File: src/rtl/gpu_inst_encoder_if.sv
// gpu_inst_encoder_if: host byte stream in, instruction FIFO write side and error status out.
interface gpu_inst_encoder_if;
    logic [7:0]  rx_data;
    logic        rx_valid;
    logic        rx_ready;
    logic        fifo_full;
    logic        fifo_wr_en;
    logic [81:0] fifo_wdata;
    logic        pkt_err;
    logic [7:0]  err_count;
    logic        busy;
    modport master (output rx_data, rx_valid, fifo_full,
                    input rx_ready, fifo_wr_en, fifo_wdata, pkt_err, err_count, busy);
    modport slave (input rx_data, rx_valid, fifo_full,
                   output rx_ready, fifo_wr_en, fifo_wdata, pkt_err, err_count, busy);
endinterface

File: src/rtl/gpu_inst_encoder.sv
// gpu_inst_encoder: assembles sync+11 payload+XOR-checksum byte packets into 82-bit
// instruction words and writes them to the instruction FIFO; malformed packets are counted.
module gpu_inst_encoder #(
    parameter logic [7:0] SYNC_BYTE   = 8'hA5,
    parameter int         TIMEOUT_CYC = 1023
) (
    input logic clk,
    input logic rst,
    gpu_inst_encoder_if.slave bus
);
    localparam int IW = $clog2(TIMEOUT_CYC + 1);
    typedef enum logic [1:0] {IDLE, PAYLOAD, CHECK, PUSH} state_t;
    state_t        state_q;
    logic [3:0]    byte_cnt_q;
    logic [7:0]    xor_q;
    logic [87:0]   sr_q;
    logic [IW-1:0] idle_q, idle_d;
    logic [81:0]   wdata_q;
    logic          err_q;
    logic [7:0]    cnt_q;
    logic          acc, in_pkt, tmo, ok, drop;
    assign bus.rx_ready   = state_q != PUSH;
    assign bus.fifo_wr_en = state_q == PUSH && !bus.fifo_full;
    assign bus.fifo_wdata = wdata_q;
    assign bus.pkt_err    = err_q;
    assign bus.err_count  = cnt_q;
    assign bus.busy       = state_q != IDLE;
    always_comb begin
        acc    = bus.rx_valid && bus.rx_ready;
        in_pkt = state_q == PAYLOAD || state_q == CHECK;
        idle_d = acc ? '0 : idle_q + 1'b1;
        tmo    = in_pkt && !acc && idle_d == IW'(TIMEOUT_CYC);
        ok     = bus.rx_data == xor_q && sr_q[87:82] == 6'd0;
        drop   = tmo || (state_q == CHECK && acc && !ok);
    end
    always_ff @(posedge clk or posedge rst) begin
        if (rst) begin
            state_q    <= IDLE;
            byte_cnt_q <= '0;
            xor_q      <= '0;
            sr_q       <= '0;
            idle_q     <= '0;
            wdata_q    <= '0;
            err_q      <= 1'b0;
            cnt_q      <= '0;
        end else begin
            err_q  <= drop;
            idle_q <= in_pkt ? idle_d : '0;
            if (drop && cnt_q != 8'hFF) cnt_q <= cnt_q + 8'd1;
            case (state_q)
                IDLE: if (acc && bus.rx_data == SYNC_BYTE) begin
                    state_q    <= PAYLOAD;
                    byte_cnt_q <= '0;
                    xor_q      <= '0;
                end
                PAYLOAD: if (tmo) state_q <= IDLE;
                else if (acc) begin
                    sr_q       <= {sr_q[79:0], bus.rx_data};
                    xor_q      <= xor_q ^ bus.rx_data;
                    byte_cnt_q <= byte_cnt_q + 4'd1;
                    if (byte_cnt_q == 4'd10) state_q <= CHECK;
                end
                CHECK: if (tmo) state_q <= IDLE;
                else if (acc) begin
                    state_q <= ok ? PUSH : IDLE;
                    if (ok) wdata_q <= sr_q[81:0];
                end
                default: if (bus.fifo_wr_en) state_q <= IDLE;
            endcase
        end
    end
endmodule

File: src/flat_wrapper.sv
// flat-port wrapper written by rule: the top's interface ports become plain ports
module gpu_inst_encoder_flat 
#(
    parameter logic [7:0] SYNC_BYTE   = 8'hA5,
    parameter int         TIMEOUT_CYC = 1023
)
  (clk, rst, bus_rx_data, bus_rx_valid, bus_fifo_full, bus_rx_ready, bus_fifo_wr_en, bus_fifo_wdata, bus_pkt_err, bus_err_count, bus_busy);
  gpu_inst_encoder_if bus_i ();
  input logic clk;
  input logic rst;
  input wire logic [$bits(bus_i.rx_data)-1:0] bus_rx_data;
  input wire logic [$bits(bus_i.rx_valid)-1:0] bus_rx_valid;
  input wire logic [$bits(bus_i.fifo_full)-1:0] bus_fifo_full;
  output wire logic [$bits(bus_i.rx_ready)-1:0] bus_rx_ready;
  output wire logic [$bits(bus_i.fifo_wr_en)-1:0] bus_fifo_wr_en;
  output wire logic [$bits(bus_i.fifo_wdata)-1:0] bus_fifo_wdata;
  output wire logic [$bits(bus_i.pkt_err)-1:0] bus_pkt_err;
  output wire logic [$bits(bus_i.err_count)-1:0] bus_err_count;
  output wire logic [$bits(bus_i.busy)-1:0] bus_busy;
  assign bus_i.rx_data = bus_rx_data;
  assign bus_i.rx_valid = bus_rx_valid;
  assign bus_i.fifo_full = bus_fifo_full;
  assign bus_rx_ready = bus_i.rx_ready;
  assign bus_fifo_wr_en = bus_i.fifo_wr_en;
  assign bus_fifo_wdata = bus_i.fifo_wdata;
  assign bus_pkt_err = bus_i.pkt_err;
  assign bus_err_count = bus_i.err_count;
  assign bus_busy = bus_i.busy;
  gpu_inst_encoder #(.SYNC_BYTE(SYNC_BYTE), .TIMEOUT_CYC(TIMEOUT_CYC)) u_core (.clk(clk), .rst(rst), .bus(bus_i));
endmodule
File: config.mk
export PLATFORM = sky130hd
export DESIGN_NAME = gpu_inst_encoder_flat
export DESIGN_NICKNAME = d
export VERILOG_FILES = /design/src/rtl/gpu_inst_encoder_if.sv /design/src/rtl/gpu_inst_encoder.sv /design/src/flat_wrapper.sv
export SDC_FILE = /design/constraint.sdc
export NUM_CORES = 1
export LEC_CHECK = 0
export CORE_MARGIN = 4
export CORE_UTILIZATION = 59
export DETAILED_ROUTE_END_ITERATION = 7
export PLACE_DENSITY = 0.95
export SKIP_CTS_REPAIR_TIMING = 1
export SLEW_MARGIN = 10
export SYNTH_ARGS = -nofsm -noshare
export SYNTH_HDL_FRONTEND = slang
export SYNTH_SLANG_ARGS = --single-unit
File: constraint.sdc
create_clock -name clk -period 17.5 [get_ports clk]
set_input_delay 2.625 -clock clk [delete_from_list [all_inputs] [get_ports clk]]
set_output_delay 2.625 -clock clk [all_outputs]
set_load 0.005 [all_outputs]
**After elaboration in Yosys (flattened, before gate mapping)**

Cells that the tools add are included.

- Input bits: 12
- Output and inout port bits: 94
- Flip-flop bits (word level): 203
- Word-level logic and storage cells: 70

- Equality and inequality tests: 15
- Bitwise gates (word level): 2
- Reductions and logical operators: 23
- $add $sub $neg: 3
- Mux-type cells: 19

Operators by type and width:

| kind | count |
|---|---|
| 8-bit two-way mux | 3 |
| 10-bit two-way mux | 2 |
| 2-bit two-way mux | 8 |
| 8-bit one-hot mux with 2 select lines | 1 |
| 4-bit two-way mux | 3 |
| 10-bit by 1-bit adder with 10-bit output (second input constant) | 1 |
| 10-bit equality test (second input constant) | 1 |
| 1-bit logical AND | 9 |
| 8-bit by 1-bit adder with 8-bit output (second input constant) | 1 |
| 8-bit equality test | 1 |
| 8-bit equality test (second input constant) | 1 |
| 8-bit != test (second input constant) | 1 |
| 4-bit one-hot mux with 2 select lines | 1 |
| 4-bit AND reduction | 2 |
| 8-bit bitwise XOR | 1 |
| 6-bit zero test | 1 |
| 3-bit by 1-bit != test with 1-bit output (second input constant) | 2 |
| 2-bit one-hot mux with 3 select lines | 1 |
| 5-bit AND reduction | 1 |
| 4-bit by 1-bit adder with 4-bit output (second input constant) | 1 |
| 2-bit equality test (second input constant) | 2 |
| 4-bit equality test (second input constant) | 1 |
| 2-bit by 1-bit != test with 1-bit output (second input constant) | 2 |
| 2-bit != test (second input constant) | 2 |
| other kinds (9) | 13 |

**Logic depth before layout (Yosys ltp)**

Gate-level depths: netlist (run 1).

- Word-level depth: 7
- Mapped depth: 10
- Mapped depth without buffers: 8

**Worst setup path after synthesis (run 1)**

No wires, ideal clock.

- Path type: input port to output port
- Start point: input bus_fifo_full
- End point: output bus_fifo_wr_en
- Arrival: 2.738 ns
- Setup slack: 12.137 ns
- Stages: 1
- Path through: nor2_1

- Word-level cells in the longest chain between the ends: 2

Ends and longest elaborated chain:

| element | RTL line | RTL |
|---|---|---|
| from (decl) | flat_wrapper.sv:13 | `input wire logic [$bits(bus_i.fifo_full)-1:0] bus_fifo_full;` |
| 1-bit zero test | gpu_inst_encoder.sv:23 | `assign bus.fifo_wr_en = state_q == PUSH && !bus.fifo_full;` |
| 1-bit logical AND | gpu_inst_encoder.sv:23 |  |
| to (decl) | flat_wrapper.sv:15 | `output wire logic [$bits(bus_i.fifo_wr_en)-1:0] bus_fifo_wr_en;` |

Every way passes these cells.

**Worst setup path in the final report (run 1)**

Same ends and word-level chain as after synthesis.

==> metrics.csv, run 1 <==
stage,metric,value,unit
yosys,Post-synth ARST share,1.000,
worst_setup_path,CP cell instances,"clkdlybuf4s50_1, nor2_1, clkdlybuf4s50_1",
drt,DRC,0,
worst_setup_path,cell at the slowest stage of the critical path,clkdlybuf4s50_1,
worst_setup_path,Critical Path Source Type,primary input,
cts,H-Tree Depth,1,
timing,final hold violation count,0,
placement,# port buffers,105,
global_routing,global-route wire length before repair,27.01,mm
power_and_ir_drop,Internal,0.9919,mW
drt,Routed Antenna Nets,0,
global_routing,GRT Util Overall,0.2089,
timing,Max Clock Freq,158.2,MHz
cts,cts bufs inserted,20,
timing,Slew @ Worst Pin,1.151,ns
placement,RD Place Congestion,0.7963,
cts,Clock Sinks,203,
worst_setup_path,Crit Path Class,primary input to output port,
yosys,post-synthesis average cell area,14.64,um2
die,cell row count,42,
final_layout,"commonest cells after routing, fill and taps aside","dfrtp_1, mux2_2, clkdlybuf4s50_1",
placement,placed cell count,814,
drt,WL per Instance,18.90,um
power_and_ir_drop,Sw Ratio,0.2790,
yosys,synth unique cells,42,
power_and_ir_drop,Leakage,4.737,nW
run,Max Cap Violations,0,
yosys,Yosys reg bits,203,
global_routing,largest net degree at the start of global routing,149,
worst_setup_path,critical path required time,14.88,ns
worst_setup_path,highest net fanout along the worst path,2,
hold_path,Hold/Removal Path Class,register to register,
worst_setup_path,Buf/Inv on CP,2,
drt,vias per cell,5.616,
yosys,Synth Cell Area,8083,um2
yosys,post-synthesis cell count,552,
timing,RSZ-0062 raised after global routing,no,
power_and_ir_drop,part of the power in registers,0.499,
timing,slew margin rel.,0.2325,
power_and_ir_drop,P_sw,0.3838,mW
timing,Setup TNS Final,0,ns
power_and_ir_drop,clock share of power,0.305,
timing,final worst slack,11.18,ns
final_layout,"commonest non-fill, non-tap cell in the layout",dfrtp_1,
status,outcome,"finished, final reports clean",
hold_path,Hold Path End,u_core.bus.err_count[5]$_DFFE_PP0P_,
worst_setup_path,CP endpoint kind,output port,
die,die footprint,15640,um2
die,core footprint,13350,um2
worst_setup_path,Reg2Reg Setup Slack,14.17,ns
die,DIE WIDTH,125.0,um
worst_setup_path,Crit path max-delay family,buffers and inverters,
worst_setup_path,R2R cell count,8,
drt,final WL,16.03,mm
worst_setup_path,launching point of the worst reg2reg path,u_core.state_q[1]$_DFFE_PP0P_,
yosys,synthesized net count,572,
timing,"Slew Viols, Final",0,
timing,number of setup violations in the final report,0,
placement,DP Worst Slack,11.18,ns
worst_setup_path,r2r endpoint,u_core.xor_q[1]$_DFFE_PP0P_,
placement,Post-DP HPWL,10.64,mm
cts,Clock Tree Buf Depth,3,
worst_setup_path,max incr delay on CP,0.54,ns
yosys,post-synthesis sequential area ratio,0.6285,
yosys,Synth Flop Type,dfrtp_1,
hold_path,HP Start,u_core.bus.err_count[5]$_DFFE_PP0P_,
cts,CTS tree,yes,
yosys,Yosys warning count,0,
die,initial core utilization,0.6055,
die,Die Ht,125.0,um
drt,DR vias,4762,
drt,drt first pass iters,4,
final_layout,Final Non-Filler Cells,848,
final_layout,Inserted Diodes,0,
final_layout,"Core Util, Final",0.7467,
cts,worst skew pair latency,0.48,ns
final_layout,synthesis-to-finish area growth,23.31,%
hold_path,worst hold path stage count,1,
final_layout,ratio of cells with drive above 1 in the final layout,0.3155,
cts,Worst-path clk slew,0.06,ns
drt,DRT iter0 DRCs,366,
timing,min Tclk post-route,6.321,ns
yosys,Post-synth EDFFs,0,
final_layout,Final Net Count,680,
cts,Root Driver,clkbuf_16,
die,# IOs,106,
global_routing,initial antenna violation count,0,
worst_setup_path,crit path DAT,3.70,ns
power_and_ir_drop,Comb pwr share,0.196,
power_and_ir_drop,Worst VDD drop,0.09131,mV
power_and_ir_drop,pwr/cell area,138.0,nW/um2
worst_setup_path,Worst path most repeated cell,clkdlybuf4s50_1,
timing,Worst Skew,0.01403,ns
global_routing,total grt overflow,0,
global_routing,number of global-route vias before repair,5215,
timing,fin crit share,0.3612,
metal layers:
metal,vias to the layer above,wire [um],track usage,share of wire
met5,-,0,0,0
met4,0,266,0.04783,0.017
met3,20,840,0.03966,0.052
met2,134,8562,0.3714,0.53
met1,2456,6358,0.2686,0.40
li1,2152,-,-,-
worst max path at each step:
stage                                                endpoint           from  cells after the start  slack, ns
final                                          bus_fifo_wr_en  bus_fifo_full                      3      11.18
after global routing                           bus_fifo_wr_en  bus_fifo_full                      3      11.12
after CTS                                      bus_fifo_wr_en  bus_fifo_full                      3      11.17
after detailed placement                       bus_fifo_wr_en  bus_fifo_full                      3      11.18
after global placement                         bus_fifo_wr_en  bus_fifo_full                      3      11.22
after floorplan           u_core.bus.err_count[0]$_DFFE_PP0P_            rst                      1       9.34
metrics by stage:
step                      instance area (um2)  hold WS [ns]  power [mW]
after floorplan                          8083        0.4473      0.8549
after global placement                   9310        0.4659      0.9334
after detailed placement                 9310        0.4848      0.9622
after CTS                                9967        0.4979       1.388
after global routing                     9967        0.5260       1.450
final                                    9967        0.4986       1.376
sequential cells by signal, indices dropped and copies added, names as in the netlist:
name                   flops
u_core.sr_q               88
u_core.bus.pkt_err         1
u_core.state_q             2
u_core.bus.fifo_wdata     82
u_core.idle_q             10
u_core.bus.err_count       8
u_core.xor_q               8
u_core.byte_cnt_q          4
cell families (layout without fill, tap and decap cells):
group | Yosys count | in the layout | synth area share
AO/OA/AOI/OAI | 29 | 29 | 0.02136
XOR/XNOR | 25 | 25 | 0.02709
flip-flops | 203 | 203 | 0.6285
AND/OR/NAND/NOR | 87 | 87 | 0.05867
multiplexers | 171 | 171 | 0.2382
buffers and inverters | 29 | 149 | 0.01378
adder cells (fa/ha/maj) | 8 | 8 | 0.01238
power by group through the flow:
stage / sequential (mW) / clock [mW] / combinational [mW]
after CTS: 0.686 / 0.428 / 0.274
after global routing: 0.701 / 0.448 / 0.300
after detailed placement: 0.692 / 0 / 0.270
final: 0.686 / 0.420 / 0.270
after floorplan: 0.653 / 0 / 0.202
after global placement: 0.680 / 0 / 0.253
final cells by class:
| cell class | instances | area (um2) |
|---|---|---|
| sequential | 203 | 5080 |
| fill | 808 | 3381 |
| multi-input combinational | 320 | 2907 |
| timing repair buffer | 107 | 1066 |
| clock buffer | 30 | 598.1 |
| tap | 176 | 220.2 |
| clock inverter | 4 | 58.81 |
| inverter | 8 | 37.54 |
worst register-to-register path, cell delays in order, from the launching register on:
cell and delay (ns):
dfrtp_1 0.41, ha_1 0.25, and2b_1 0.34, nand2_4 0.12, buf_4 0.83, a21oi_1 0.50, nor2_1 0.53, o21ai_0 0.17
o21ai_0 0.10
synth_stat cells, types with 2 or more instances:
| library cell | n | share of area |
|---|---|---|
| buf_2 | 2 | 0.0012 |
| nand2b_1 | 2 | 0.0015 |
| mux2_2 | 170 | 0.24 |
| dfrtp_1 | 203 | 0.63 |
| ha_1 | 8 | 0.012 |
| nor3_1 | 2 | 0.0012 |
| clkbuf_1 | 13 | 0.0060 |
| inv_1 | 8 | 0.0037 |
| nor4_4 | 2 | 0.0053 |
| xnor2_1 | 10 | 0.011 |
| nand3_1 | 9 | 0.0056 |
| xor2_1 | 15 | 0.016 |
| a21oi_1 | 2 | 0.0012 |
| nand2_1 | 20 | 0.0093 |
| nand4_1 | 6 | 0.0046 |
| nor3_2 | 2 | 0.0025 |
| buf_1 | 6 | 0.0028 |
| o21ai_0 | 19 | 0.012 |
| nor2_1 | 27 | 0.013 |
| and3_1 | 4 | 0.0031 |
Note: power is estimated with default switching activity, not from simulation.
==> run 2: changes to the inputs <==
--- a/config.mk
+++ b/config.mk
@@ -6,9 +6,9 @@
 export NUM_CORES = 1
 export LEC_CHECK = 0
 export CORE_MARGIN = 4
-export CORE_UTILIZATION = 59
+export CORE_UTILIZATION = 50
 export DETAILED_ROUTE_END_ITERATION = 7
-export PLACE_DENSITY = 0.95
+export PLACE_DENSITY = 0.86
 export SKIP_CTS_REPAIR_TIMING = 1
 export SLEW_MARGIN = 10
 export SYNTH_ARGS = -nofsm -noshare
==> constraint.sdc (replaced) <==
create_clock -name clk -period 5.2 [get_ports clk]
set_input_delay 0.78 -clock clk [delete_from_list [all_inputs] [get_ports clk]]
set_output_delay 0.78 -clock clk [all_outputs]
set_load 0.005 [all_outputs]
==> metrics.csv, run 2 (synthesis gave the netlist of run 1 again) <==
stage,metric,value,unit,change
status,outcome,"finished, final reports clean",,
global_routing,GRT Util Overall,0.1789,,-0.02996
drt,WL per Instance,17.90,um,-5.3%
hold_path,Hold/Removal Path Class,register to register,,
worst_setup_path,R2R cell count,6,,-2
worst_setup_path,launching point of the worst reg2reg path,u_core.sr_q[82]$_DFFE_PP0P_,,
placement,# port buffers,105,,unchanged
worst_setup_path,Crit Path Class,primary input to register,,
drt,DR vias,4703,,-1.2%
hold_path,HP Start,u_core.bus.err_count[5]$_DFFE_PP0P_,,
global_routing,largest net degree at the start of global routing,204,,+37%
final_layout,Largest Register,u_core.sr_q,,
drt,Routed Antenna Nets,0,,unchanged
die,initial core utilization,0.5088,,-0.09673
worst_setup_path,CP cell instances,"clkdlybuf4s50_1, nor4b_1, nand3_1, a21oi_1, nor2_1, o21ai_0, o21ai_0",,
final_layout,max reg flops,88,,unchanged
power_and_ir_drop,pwr/cell area,466.5,nW/um2,+240%
global_routing,total grt overflow,0,,unchanged
timing,Max Clock Freq,339.5,MHz,
global_routing,global-route wire length before repair,26.45,mm,-2.1%
cts,Root Driver,clkbuf_16,,
timing,slew margin rel.,0.2343,,+0.001750
worst_setup_path,Critical Path Source Type,primary input,,
timing,number of setup violations in the final report,0,,unchanged
placement,placed cell count,854,,+4.9%
worst_setup_path,highest net fanout along the worst path,11,,+9
timing,min Tclk post-route,2.946,ns,
cts,Clock Sinks,203,,unchanged
hold_path,Hold Path End,u_core.bus.err_count[5]$_DFFE_PP0P_,,
die,core footprint,15890,um2,+19%
drt,vias per cell,5.278,,-6.0%
hold_path,worst hold path stage count,1,,unchanged
timing,Setup TNS Final,0,ns,unchanged
cts,Clock Tree Buf Depth,3,,unchanged
placement,RD Place Congestion,0.7930,,-0.41%
cts,worst skew pair latency,0.47,ns,about the same
worst_setup_path,CP endpoint kind,register,,
final_layout,Final Non-Filler Cells,891,,+5.1%
global_routing,number of global-route vias before repair,5029,,-3.6%
worst_setup_path,cell at the slowest stage of the critical path,a21oi_1,,
run,Max Cap Violations,0,,unchanged
drt,DRC,0,,unchanged
placement,Post-DP HPWL,10.40,mm,-2.3%
drt,final WL,15.95,mm,-0.46%
worst_setup_path,r2r endpoint,u_core.bus.fifo_wdata[61]$_DFFE_PP0P_,,
timing,Slew @ Worst Pin,1.149,ns,-0.002625 ns
worst_setup_path,Reg2Reg Setup Slack,2.30,ns,-11.87 ns
die,cell row count,46,,+9.5%
final_layout,ratio of cells with drive above 1 in the final layout,0.3244,,+0.008968
cts,H-Tree Depth,1,,unchanged
final_layout,Final Net Count,681,,+0.15%
final_layout,"commonest non-fill, non-tap cell in the layout",dfrtp_1,,
power_and_ir_drop,Leakage,4.767,nW,+0.63%
worst_setup_path,crit path DAT,3.29,ns,-0.41 ns
worst_setup_path,max incr delay on CP,0.70,ns,+0.16 ns
timing,"Slew Viols, Final",0,,unchanged
power_and_ir_drop,Worst VDD drop,0.3695,mV,+300%
final_layout,"commonest cells after routing, fill and taps aside","dfrtp_1, mux2_2, clkdlybuf4s50_1",,
cts,cts bufs inserted,21,,+5.0%
timing,RSZ-0062 raised after global routing,no,,
final_layout,Inserted Diodes,0,,unchanged
worst_setup_path,Critical path origin,bus_rx_data[1],,
worst_setup_path,critical path required time,5.54,ns,-9.34 ns
die,DIE WIDTH,135.1,um,+8.1%
worst_setup_path,Worst path most repeated cell,o21ai_0,,
timing,fin crit share,0.5665,,
die,Die Ht,135.1,um,+8.1%
drt,drt first pass iters,4,,unchanged
cts,CTS tree,yes,,
drt,DRT iter0 DRCs,237,,-35%
cts,Worst-path clk slew,0.06,ns,about the same
final_layout,synthesis-to-finish area growth,24.63,%,
timing,final hold violation count,0,,unchanged
die,die footprint,18260,um2,+17%
timing,Worst Skew,0.01277,ns,-0.001258 ns
die,# IOs,106,,unchanged
global_routing,initial antenna violation count,0,,unchanged
[run 2: critical path, delay by kind of cell]
kind	cells	cell delay [ns]
buffers and inverters	1	0.52
AOI/OAI and AO/OA	3	1.05
and+or+nand+nor	3	0.94
[run 2: worst max path at each step]
| stage | end | slack [ns] | depth (start not counted) |
|---|---|---|---|
| after floorplan | u_core.bus.err_count[0]$_DFFE_PP0P_ | 1.79 | 1 |
| after global placement | u_core.xor_q[3]$_DFFE_PP0P_ | 1.88 | 7 |
| after detailed placement | u_core.xor_q[4]$_DFFE_PP0P_ | 1.82 | 7 |
| after CTS | u_core.xor_q[2]$_DFFE_PP0P_ | 2.28 | 7 |
| after global routing | u_core.xor_q[7]$_DFFE_PP0P_ | 1.98 | 7 |
| final | u_core.xor_q[2]$_DFFE_PP0P_ | 2.25 | 7 |
[run 2: stage by stage]
step                utilization  worst slack [ns]  area, um2  power (mW)  hold slack (ns)
floorplan                     -             1.790       8087       2.878           0.4473
global placement         0.5898             1.880       9369       3.149           0.4682
detailed placement       0.5898             1.817       9369       3.236           0.4931
CTS                      0.6341             2.276      10070       4.756           0.5042
global route             0.6341             1.983      10070       4.959           0.5222
finish                   0.6341             2.254      10070       4.699           0.4950
[run 2: routing by layer]
metal  track usage  up-vias  wire length [um]  share of wire
met2        0.3114      126              8006           0.50
met4       0.04199        0               347          0.022
met3       0.02935       22               779          0.049
li1              -     2161                 -              -
met5             0        -                 0              0
met1        0.2378     2394              6819           0.43
[run 2: report_power, final]
group | switching [mW] | internal [mW] | leakage (nW)
Clock | 0.584 | 0.909 | 0.351
Combinational | 0.388 | 0.520 | 1.71
Sequential | 0.323 | 1.97 | 2.71
Total | 1.30 | 3.40 | 4.77
[run 2: final cells by class]
cell class,instances,area (um2)
timing repair buffer,107,1079
multi-input combinational,320,2907
clock buffer,26,594.3
tap,216,270.3
clock inverter,11,110.1
inverter,8,33.78
sequential,203,5080
fill,1185,5812
==> run 3: changes to the inputs <==
==> constraint.sdc (replaced) <==
create_clock -name clk -period 2.5 [get_ports clk]
set_input_delay 0.375 -clock clk [delete_from_list [all_inputs] [get_ports clk]]
set_output_delay 0.375 -clock clk [all_outputs]
set_load 0.005 [all_outputs]
==> metrics.csv, run 3 (synthesis gave the netlist of run 1 again) <==
stage,metric,value,unit,change
worst_setup_path,R2R cell count,10,,+4
placement,Post-DP HPWL,11.15,mm,+7.2%
timing,Setup TNS Final,0,ns,unchanged
final_layout,Inserted Diodes,0,,unchanged
die,cell row count,46,,unchanged
timing,number of setup violations in the final report,0,,unchanged
cts,H-Tree Depth,1,,unchanged
drt,vias per cell,5.341,,+1.2%
drt,DR vias,4866,,+3.5%
global_routing,GRT Util Overall,0.1838,,+0.004892
drt,DRT iter0 DRCs,200,,-16%
drt,drt first pass iters,5,,+1
die,core footprint,15890,um2,unchanged
worst_setup_path,crit path DAT,2.80,ns,-0.49 ns
worst_setup_path,cell at the slowest stage of the critical path,or4b_4,,
power_and_ir_drop,Worst VDD drop,0.6010,mV,+63%
final_layout,Final Non-Filler Cells,911,,+2.2%
hold_path,Hold/Removal Path Class,primary input to async pin,,
die,die footprint,18260,um2,unchanged
global_routing,global-route wire length before repair,27.29,mm,+3.2%
final_layout,Largest Register,u_core.sr_q,,
timing,Max Clock Freq,412.6,MHz,
placement,RD Place Congestion,0.8097,,+2.1%
drt,Routed Antenna Nets,0,,unchanged
power_and_ir_drop,Leakage,4.890,nW,+2.6%
cts,worst skew pair latency,0.49,ns,+0.02 ns
timing,min Tclk post-route,2.424,ns,
worst_setup_path,Critical Path Source Type,register,,
final_layout,"commonest cells after routing, fill and taps aside","dfrtp_1, mux2_2, clkdlybuf4s50_1",,
worst_setup_path,CP cell instances,"inv_1, ha_4, and3_1, or4b_4, nor4_4, buf_4, buf_4, nand2b_1, a211oi_2, a21o_1",,
drt,DRC,0,,unchanged
placement,placed cell count,871,,+2.0%
final_layout,synthesis-to-finish area growth,28.00,%,
final_layout,"commonest non-fill, non-tap cell in the layout",dfrtp_1,,
final_layout,Final Net Count,700,,+2.8%
die,# IOs,106,,unchanged
worst_setup_path,Worst path most repeated cell,buf_4,,
global_routing,largest net degree at the start of global routing,88,,-57%
worst_setup_path,critical path required time,2.88,ns,-2.66 ns
drt,final WL,16.53,mm,+3.6%
worst_setup_path,Crit path max-delay family,simple AND/OR/NAND/NOR gates,,
timing,fin crit share,0.9695,,
worst_setup_path,Buf/Inv on CP,3,,+2
timing,RSZ-0062 raised after global routing,yes,,
timing,Slew @ Worst Pin,0.5580,ns,-0.5906 ns
final_layout,ratio of cells with drive above 1 in the final layout,0.3540,,+0.02951
cts,Clock Tree Buf Depth,3,,unchanged
drt,WL per Instance,18.15,um,+1.4%
final_layout,max reg flops,88,,unchanged
worst_setup_path,max incr delay on CP,0.47,ns,-0.23 ns
global_routing,total grt overflow,0,,unchanged
cts,Clock Sinks,203,,unchanged
die,initial core utilization,0.5088,,unchanged
placement,# port buffers,105,,unchanged
worst_setup_path,CP endpoint kind,register,,
cts,Worst-path clk slew,0.06,ns,about the same
worst_setup_path,Crit Path Class,register to register,,
die,Die Ht,135.1,um,unchanged
timing,final hold violation count,0,,unchanged
power_and_ir_drop,pwr/cell area,968.1,nW/um2,+110%
run,Max Cap Violations,0,,unchanged
worst_setup_path,highest net fanout along the worst path,4,,-7
timing,slew margin rel.,0.6246,,+0.3903
timing,Worst Skew,0.01098,ns,-0.001790 ns
global_routing,initial antenna violation count,0,,unchanged
worst_setup_path,WP depth,10,,+3
cts,Root Driver,clkbuf_16,,
die,DIE WIDTH,135.1,um,unchanged
timing,"Slew Viols, Final",0,,unchanged
cts,cts bufs inserted,21,,unchanged
global_routing,number of global-route vias before repair,5226,,+3.9%
status,outcome,"finished, final reports clean",,
cts,CTS tree,yes,,
==> run 3: worst paths after layout <==
kind	from	end	slack (ns)
max reg2reg	u_core.state_q[1]$_DFFE_PP0P_	u_core.state_q[0]$_DFFE_PP0P_	0.08
min	rst	u_core.bus.fifo_wdata[51]$_DFFE_PP0P_	0.22
max in group asynchronous	rst	u_core.sr_q[4]$_DFFE_PP0P_	1.55
min in group clk	u_core.xor_q[6]$_DFFE_PP0P_	u_core.xor_q[6]$_DFFE_PP0P_	0.50
min reg2reg	u_core.xor_q[6]$_DFFE_PP0P_	u_core.xor_q[6]$_DFFE_PP0P_	0.50
max	u_core.state_q[1]$_DFFE_PP0P_	u_core.state_q[0]$_DFFE_PP0P_	0.08
==> run 3: worst reg2reg max path, cell delays in order (launching register included) <==
cell and delay (ns):
dfrtp_2 0.41, inv_1 0.10, ha_4 0.29, and3_1 0.16
or4b_4 0.47, nor4_4 0.23, buf_4 0.20, buf_4 0.11
nand2b_1 0.12, a211oi_2 0.08, a21o_1 0.15
==> run 3: layer usage <==
layer,track usage,part of all wire
met1,0.2377,0.43
met2,0.3144,0.49
met3,0.03863,0.053
met4,0.05543,0.026
met5,0,0
==> run 3: stage by stage <==
| stage | setup WS (ns) | hold slack, ns | power, mW | util | cell area [um2] |
|---|---|---|---|---|---|
| after CTS | -0.05985 | 0.2108 | 10.04 | 0.6465 | 10270 |
| after detailed placement | -0.1260 | 0.4766 | 6.815 | 0.6018 | 9559 |
| after global routing | -0.008849 | 0.2426 | 10.55 | 0.6513 | 10350 |
| final | 0.07622 | 0.2219 | 10.02 | 0.6513 | 10350 |
| after global placement | 0.02836 | 0.4663 | 6.635 | 0.6018 | 9559 |
| after floorplan | -0.5053 | 0.4473 | 5.985 | - | 8087 |
==> run 3: final cells by class <==
cell class / count / area [um2]
fillers: 1146 / 5539
flip-flops and latches: 203 / 5082
multi-input cells: 320 / 2965
repair buffers: 126 / 1284
clock buffers: 24 / 556.8
well taps: 216 / 270.3
clock inverters: 14 / 153.9
inverters: 8 / 33.78
==> run 3: power breakdown <==
group / internal [mW] / leakage, nW / switching, mW / total, mW
clock network: 1.92 / 0.353 / 1.25 / 3.17
logic: 1.19 / 1.83 / 0.859 / 2.05
registers: 4.11 / 2.70 / 0.689 / 4.80
